File: src/rtl/pc_sequencer_pkg.sv
// Shared types and constants for the program-counter sequencer.
// Holds the sequencer state encoding and the branch-offset helper.
package pc_sequencer_pkg;

    localparam int          PC_W             = 32;
    localparam int          OFFSET_W         = 8;
    localparam int          OFFSET_SHIFT     = 2;
    localparam logic [31:0] RESET_PC_DEFAULT = 32'h0000_0000;
    localparam logic [31:0] INSTR_BYTES      = 32'd4;

    typedef enum logic [1:0] {
        SEQ_BOOT   = 2'd0,
        SEQ_RUN    = 2'd1,
        SEQ_HALTED = 2'd2
    } seq_state_e;

    // Word offset to a 32-bit byte displacement: sign-extend, then scale by 4.
    function automatic logic [PC_W-1:0] offset_bytes(input logic [OFFSET_W-1:0] off);
        return {{(PC_W-OFFSET_W-OFFSET_SHIFT){off[OFFSET_W-1]}}, off, {OFFSET_SHIFT{1'b0}}};
    endfunction

endpackage

File: src/rtl/pc_sequencer_if.sv
// Control-unit/ALU to sequencer handshake and fetch-address bus.
// master = control side driving redirects/busywaits; slave = the sequencer.
interface pc_sequencer_if
    import pc_sequencer_pkg::*;
#(
    parameter int STALL_CW = 16
);
    logic                jump;
    logic                branch;
    logic                branch_ne;
    logic                zero;
    logic [OFFSET_W-1:0] offset;
    logic                instr_busywait;
    logic                data_busywait;
    logic                halt;
    logic [PC_W-1:0]     pc;
    logic                pc_valid;
    logic                stall;
    logic [STALL_CW-1:0] stall_count;

    modport master (
        output jump, branch, branch_ne, zero, offset,
               instr_busywait, data_busywait, halt,
        input  pc, pc_valid, stall, stall_count
    );

    modport slave (
        input  jump, branch, branch_ne, zero, offset,
               instr_busywait, data_busywait, halt,
        output pc, pc_valid, stall, stall_count
    );
endinterface

File: src/rtl/pc_sequencer_next_pc_calc.sv
// Combinational next-PC: sequential PC+4 or the taken jump/branch target.
// All arithmetic wraps modulo 2^32.
module next_pc_calc
    import pc_sequencer_pkg::*;
(
    input  logic [PC_W-1:0]     pc,
    input  logic                jump,
    input  logic                branch,
    input  logic                branch_ne,
    input  logic                zero,
    input  logic [OFFSET_W-1:0] offset,
    output logic [PC_W-1:0]     next_pc
);
    logic [PC_W-1:0] pc_plus4;
    logic [PC_W-1:0] target;
    logic            taken;

    assign pc_plus4 = pc + INSTR_BYTES;
    // Target is relative to the already-incremented PC.
    assign target   = pc_plus4 + offset_bytes(offset);
    assign taken    = jump | (branch & zero) | (branch_ne & ~zero);
    assign next_pc  = taken ? target : pc_plus4;
endmodule

File: src/rtl/pc_sequencer.sv
// Program counter and fetch sequencer: BOOT -> RUN -> HALTED, holding PC
// while either memory busywaits and counting stall cycles (saturating).
module pc_sequencer
    import pc_sequencer_pkg::*;
#(
    parameter logic [PC_W-1:0] RESET_PC = RESET_PC_DEFAULT,
    parameter int              STALL_CW = 16
) (
    input  logic            clk,
    input  logic            reset,
    pc_sequencer_if.slave   bus
);
    seq_state_e          state_q, state_d;
    logic [PC_W-1:0]     pc_q, pc_d;
    logic                valid_q, valid_d;
    logic [STALL_CW-1:0] count_q, count_d;
    logic                stall;
    logic [PC_W-1:0]     next_pc;

    next_pc_calc u_next_pc_calc (
        .pc        (pc_q),
        .jump      (bus.jump),
        .branch    (bus.branch),
        .branch_ne (bus.branch_ne),
        .zero      (bus.zero),
        .offset    (bus.offset),
        .next_pc   (next_pc)
    );

    // NOTE: every signal gets a default before the case so no path leaves one
    // unassigned; otherwise synthesis infers a latch to hold the old value.
    always_comb begin
        state_d = state_q;
        pc_d    = pc_q;
        valid_d = valid_q;
        count_d = count_q;
        stall   = 1'b0;
        case (state_q)
            SEQ_BOOT: begin
                state_d = SEQ_RUN;
                valid_d = 1'b1;
            end
            SEQ_RUN: begin
                stall = bus.instr_busywait | bus.data_busywait;
                if (stall) begin
                    if (count_q != {STALL_CW{1'b1}}) count_d = count_q + 1'b1;
                end else if (bus.halt) begin
                    state_d = SEQ_HALTED;
                    valid_d = 1'b0;
                end else begin
                    pc_d = next_pc;
                end
            end
            default: ;  // HALTED (and the unused encoding) freeze everything
        endcase
    end

    // NOTE: sequential state uses non-blocking assignments so every register
    // samples the pre-edge values, independent of statement order.
    always_ff @(posedge clk or negedge reset) begin
        if (!reset) begin
            state_q <= SEQ_BOOT;
            pc_q    <= RESET_PC;
            valid_q <= 1'b0;
            count_q <= '0;
        end else begin
            state_q <= state_d;
            pc_q    <= pc_d;
            valid_q <= valid_d;
            count_q <= count_d;
        end
    end

    assign bus.pc          = pc_q;
    assign bus.pc_valid    = valid_q;
    assign bus.stall       = stall;
    assign bus.stall_count = count_q;
endmodule

File: src/flat_wrapper.sv
// flat-port wrapper written by rule: the top's interface ports become plain ports
module pc_sequencer_flat import pc_sequencer_pkg::*;
#(
    parameter logic [PC_W-1:0] RESET_PC = RESET_PC_DEFAULT,
    parameter int              STALL_CW = 16
)
  (clk, reset, bus_jump, bus_branch, bus_branch_ne, bus_zero, bus_offset, bus_instr_busywait, bus_data_busywait, bus_halt, bus_pc, bus_pc_valid, bus_stall, bus_stall_count);
  pc_sequencer_if #(.STALL_CW(STALL_CW)) bus_i ();
  input  logic clk;
  input  logic reset;
  input wire logic [$bits(bus_i.jump)-1:0] bus_jump;
  input wire logic [$bits(bus_i.branch)-1:0] bus_branch;
  input wire logic [$bits(bus_i.branch_ne)-1:0] bus_branch_ne;
  input wire logic [$bits(bus_i.zero)-1:0] bus_zero;
  input wire logic [$bits(bus_i.offset)-1:0] bus_offset;
  input wire logic [$bits(bus_i.instr_busywait)-1:0] bus_instr_busywait;
  input wire logic [$bits(bus_i.data_busywait)-1:0] bus_data_busywait;
  input wire logic [$bits(bus_i.halt)-1:0] bus_halt;
  output wire logic [$bits(bus_i.pc)-1:0] bus_pc;
  output wire logic [$bits(bus_i.pc_valid)-1:0] bus_pc_valid;
  output wire logic [$bits(bus_i.stall)-1:0] bus_stall;
  output wire logic [$bits(bus_i.stall_count)-1:0] bus_stall_count;
  assign bus_i.jump = bus_jump;
  assign bus_i.branch = bus_branch;
  assign bus_i.branch_ne = bus_branch_ne;
  assign bus_i.zero = bus_zero;
  assign bus_i.offset = bus_offset;
  assign bus_i.instr_busywait = bus_instr_busywait;
  assign bus_i.data_busywait = bus_data_busywait;
  assign bus_i.halt = bus_halt;
  assign bus_pc = bus_i.pc;
  assign bus_pc_valid = bus_i.pc_valid;
  assign bus_stall = bus_i.stall;
  assign bus_stall_count = bus_i.stall_count;
  pc_sequencer #(.RESET_PC(RESET_PC), .STALL_CW(STALL_CW)) u_core (.clk(clk), .reset(reset), .bus(bus_i));
endmodule
File: config.mk
export PLATFORM = sky130hd
export DESIGN_NAME = pc_sequencer_flat
export DESIGN_NICKNAME = d
export VERILOG_FILES = /design/src/rtl/pc_sequencer_pkg.sv /design/src/rtl/pc_sequencer_if.sv /design/src/rtl/pc_sequencer_next_pc_calc.sv /design/src/rtl/pc_sequencer.sv /design/src/flat_wrapper.sv
export SDC_FILE = /design/constraint.sdc
export NUM_CORES = 1
export LEC_CHECK = 0
export ABC_AREA = 1
export BUFFER_PORTS_ARGS = -buffer_cell sky130_fd_sc_hd__buf_2
export CAP_MARGIN = 20
export CORE_MARGIN = 1.5
export CORE_UTILIZATION = 40
export DETAILED_ROUTE_END_ITERATION = 12
export GPL_ROUTABILITY_DRIVEN = 0
export SYNTH_ARGS = -nofsm -noshare
export SYNTH_HDL_FRONTEND = slang
export SYNTH_SLANG_ARGS = --single-unit
export TNS_END_PERCENT = 1
File: constraint.sdc
create_clock -name clk -period 2.75 [get_ports clk]
set_clock_uncertainty 0.05 [all_clocks]
set_input_delay 0 -clock clk [delete_from_list [all_inputs] [get_ports clk]]
set_output_delay 0 -clock clk [all_outputs]
set_load 0.02 [all_outputs]
==> impl_metrics.ini <==
[clock_tree]
numClockSinks = 48
cts_tree = done
clk_pin_slew_ns = 0.08
worstSkewPairLatency_ns = 0.30
cts_buffers = 5
clockRootBuffer = clkbuf_16
ctsHtreeMaxLevel = 2
ctsLongestPathBuffers = 2

[global_routing]
grt_max_degree = 31
grt_pass1_vias = 5870
track_usage_pct = 25.77
antenna_found_initial = 0
grt_pass1_wl_um = 29320
grt_overflow_total = 0

[synthesis]
async_flop_share_pct = 100.0
synth-main-ff-cell = dfrtp_1
synth-seq-cells = 48
netlist_instances = 894
synthesis.area_um2 = 5418
synthTopCellsByCount = nand2_1, inv_1, nor2_1, nand3_1, dfrtp_1
ys_warn_count = 0
synth_top_area_share_pct = 22.17
post-synth-top-count-cell = nand2_1
synth_area_leader_cell = dfrtp_1
ys_types = 42
synth_area_leaders = dfrtp_1, nand2_1, ha_1, inv_1, nand3_1
avgSynthCellArea_um2 = 6.060
synth-edff-count = 0
ys_seq_area_share_pct = 22.17

[timing]
slew_violations = 0
slew_headroom_pct = 34.99
setup_slack_ns = -0.04395
hold_viol = 0
min_period_ns = 2.794
fin_hold_ws_ns = 0.03781
setup_viol = 5
timing.final.crit_share_pct = 101.6
rsz0062_at_grt = true
fmax_ghz = 0.3579
max_slew.worst_pin.slew_ns = 0.9751

[cells_and_area]
finalInstanceArea_um2 = 7928
finalNetCount = 1150
final_cells = 1271
layout-drive-gt1-share_pct = 34.70
syn2layout_area_growth_pct = 46.33
nFillCells = 1235
diodes = 0

[die]
fp-row-count = 42
dieArea_um2 = 14250
start_util_pct = 40.91
die_w_um = 119.4
fp.coreArea_um2 = 13240
io_pins = 67
die_h_um = 119.4

[worst_setup_path]
critPathCaptureType = flop
cp_data_required_time_ns = 2.93
criticalPathCategory = flop to flop
cp-start-kind = flop
arrival_ns = 2.98
path_max_fanout = 3
reg2reg_depth = 16

[power]
combPwrFrac_pct = 77.3
leakagePower_nw = 4.153
switching_share_pct = 50.35
power.density_nw_per_um2 = 1116
p_sw_w = 0.004454
pwr-share-clk_pct = 8.6
vdd.ir_drop.worst_v = 0.0004132
p_seq_share_pct = 14.1
p_int_w = 0.004392

[drt]
post_drt_wl_per_cell_um = 14.66
wl_um = 18640
vias_per_cell = 4.938
drt-initial-drc-count = 401
vias = 6276
drc = 0
ant_nets = 0
drt-pass1-iter-count = 6

[placement]
dp_hpwl_um = 14000
dp_slack_ns = -0.1966
post-place-cells = 1236
place_area_um2 = 6756
portBuffers = 64

[job]
cap_violations = 0

[run_status]
violations = setup timing
status = finished with violations

[worst_hold_path]
hp-class = input pin to flop
whs_path_depth = 4
==> timing repair <==
item,4_1_cts,5_1_grt
pin swaps,29,37
resized for setup,80,89
setup endpoints to repair,21,24
hold endpoints to repair,29,0
hold buffers,1,0
cloned,0,0
setup buffers,17,9
==> kinds of logic after synthesis <==
logic type      synth area share, %
buf+inv                       9.584
fa+ha+maj                     9.146
flops                         22.17
other cells                 0.06922
compound gates                9.192
xor+xnor                      6.074
simple gates                  43.76
==> final timing paths <==
kind                                   startpoint                end  slack (ns)
worst max register to register  u_core.bus.pc[10]  u_core.bus.pc[30]       -0.04
worst min register to register  u_core.state_q[1]  u_core.state_q[0]        0.42
worst min-delay path                     bus_halt  u_core.state_q[0]        0.04
worst max-delay path            u_core.bus.pc[10]  u_core.bus.pc[30]       -0.04
min in group asynchronous                   reset  u_core.bus.pc[25]        0.24
max in group asynchronous                   reset  u_core.bus.pc[21]        1.66
==> routing by layer <==
metal  track usage [%]  part of all wire [%]  vias to the layer above  wire, um
met3             3.161                   5.4                       31      1009
met5                 0                     0                        -         0
met4             8.185                   2.5                        0       460
li1                  -                     -                     3235         -
met2             41.84                    47                      196      8735
met1             35.72                    45                     2814      8432
==> critical path: stages (launching register included) <==
cell and delay, ns:
dfrtp_1 0.40, nand2_2 0.10, buf_4 0.15, nor2_2 0.15, buf_4 0.13, nand4_1 0.19, xor2_2 0.26, inv_2 0.10
ha_4 0.28, nand2_2 0.10, nor2_2 0.15, nand2_1 0.11, nor2_1 0.14, nand2_2 0.10, nand3_2 0.10, nand3_2 0.09
a21oi_2 0.14
==> flip-flops by register name (all words and copies together) (netlist names) <==
register	count
u_core.bus.pc	30
u_core.bus.stall_count	16
u_core.state_q	2
==> stage by stage <==
step / setup TNS, ns / utilization (%) / power (W)
global placement: -1.652 / 51.02 / 0.006812
finish: -0.09792 / 59.86 / 0.008846
global route: -3.298 / 59.86 / 0.009559
CTS: -0.1668 / 56.12 / 0.008066
detailed placement: -1.983 / 51.02 / 0.006814
floorplan: 0 / - / 0.004549
==> layout by cell type, fill, tap and decap left out, types with 20 or more instances in the layout <==
cell type	count
dfrtp_1	45
inv_1	110
nand2_2	34
nor2_1	71
buf_4	136
nor2_2	25
a21oi_1	28
nand3_1	63
buf_2	64
nand2_1	277
ha_4	20
==> power by group through the flow <==
stage | Clock (W) | Combinational (W) | Sequential (W)
final | 0.000762 | 0.00684 | 0.00124
after global routing | 0.000789 | 0.00749 | 0.00128
after CTS | 0.000768 | 0.00608 | 0.00122
after detailed placement | 0 | 0.00559 | 0.00123
after global placement | 0 | 0.00559 | 0.00122
after floorplan | 0 | 0.00292 | 0.00162
==> final cells by class <==
class                      instances  area (um2)  area share (%)
tap                              176       220.2           2.778
timing repair buffer             206        1408           17.76
clock inverter                     1       30.03          0.3788
inverter                         120       457.9           5.777
multi-input combinational        713        4454           56.19
clock buffer                       7       152.6           1.926
sequential                        48        1205           15.20
No activity file was read; power rests on OpenSTA's default activity.
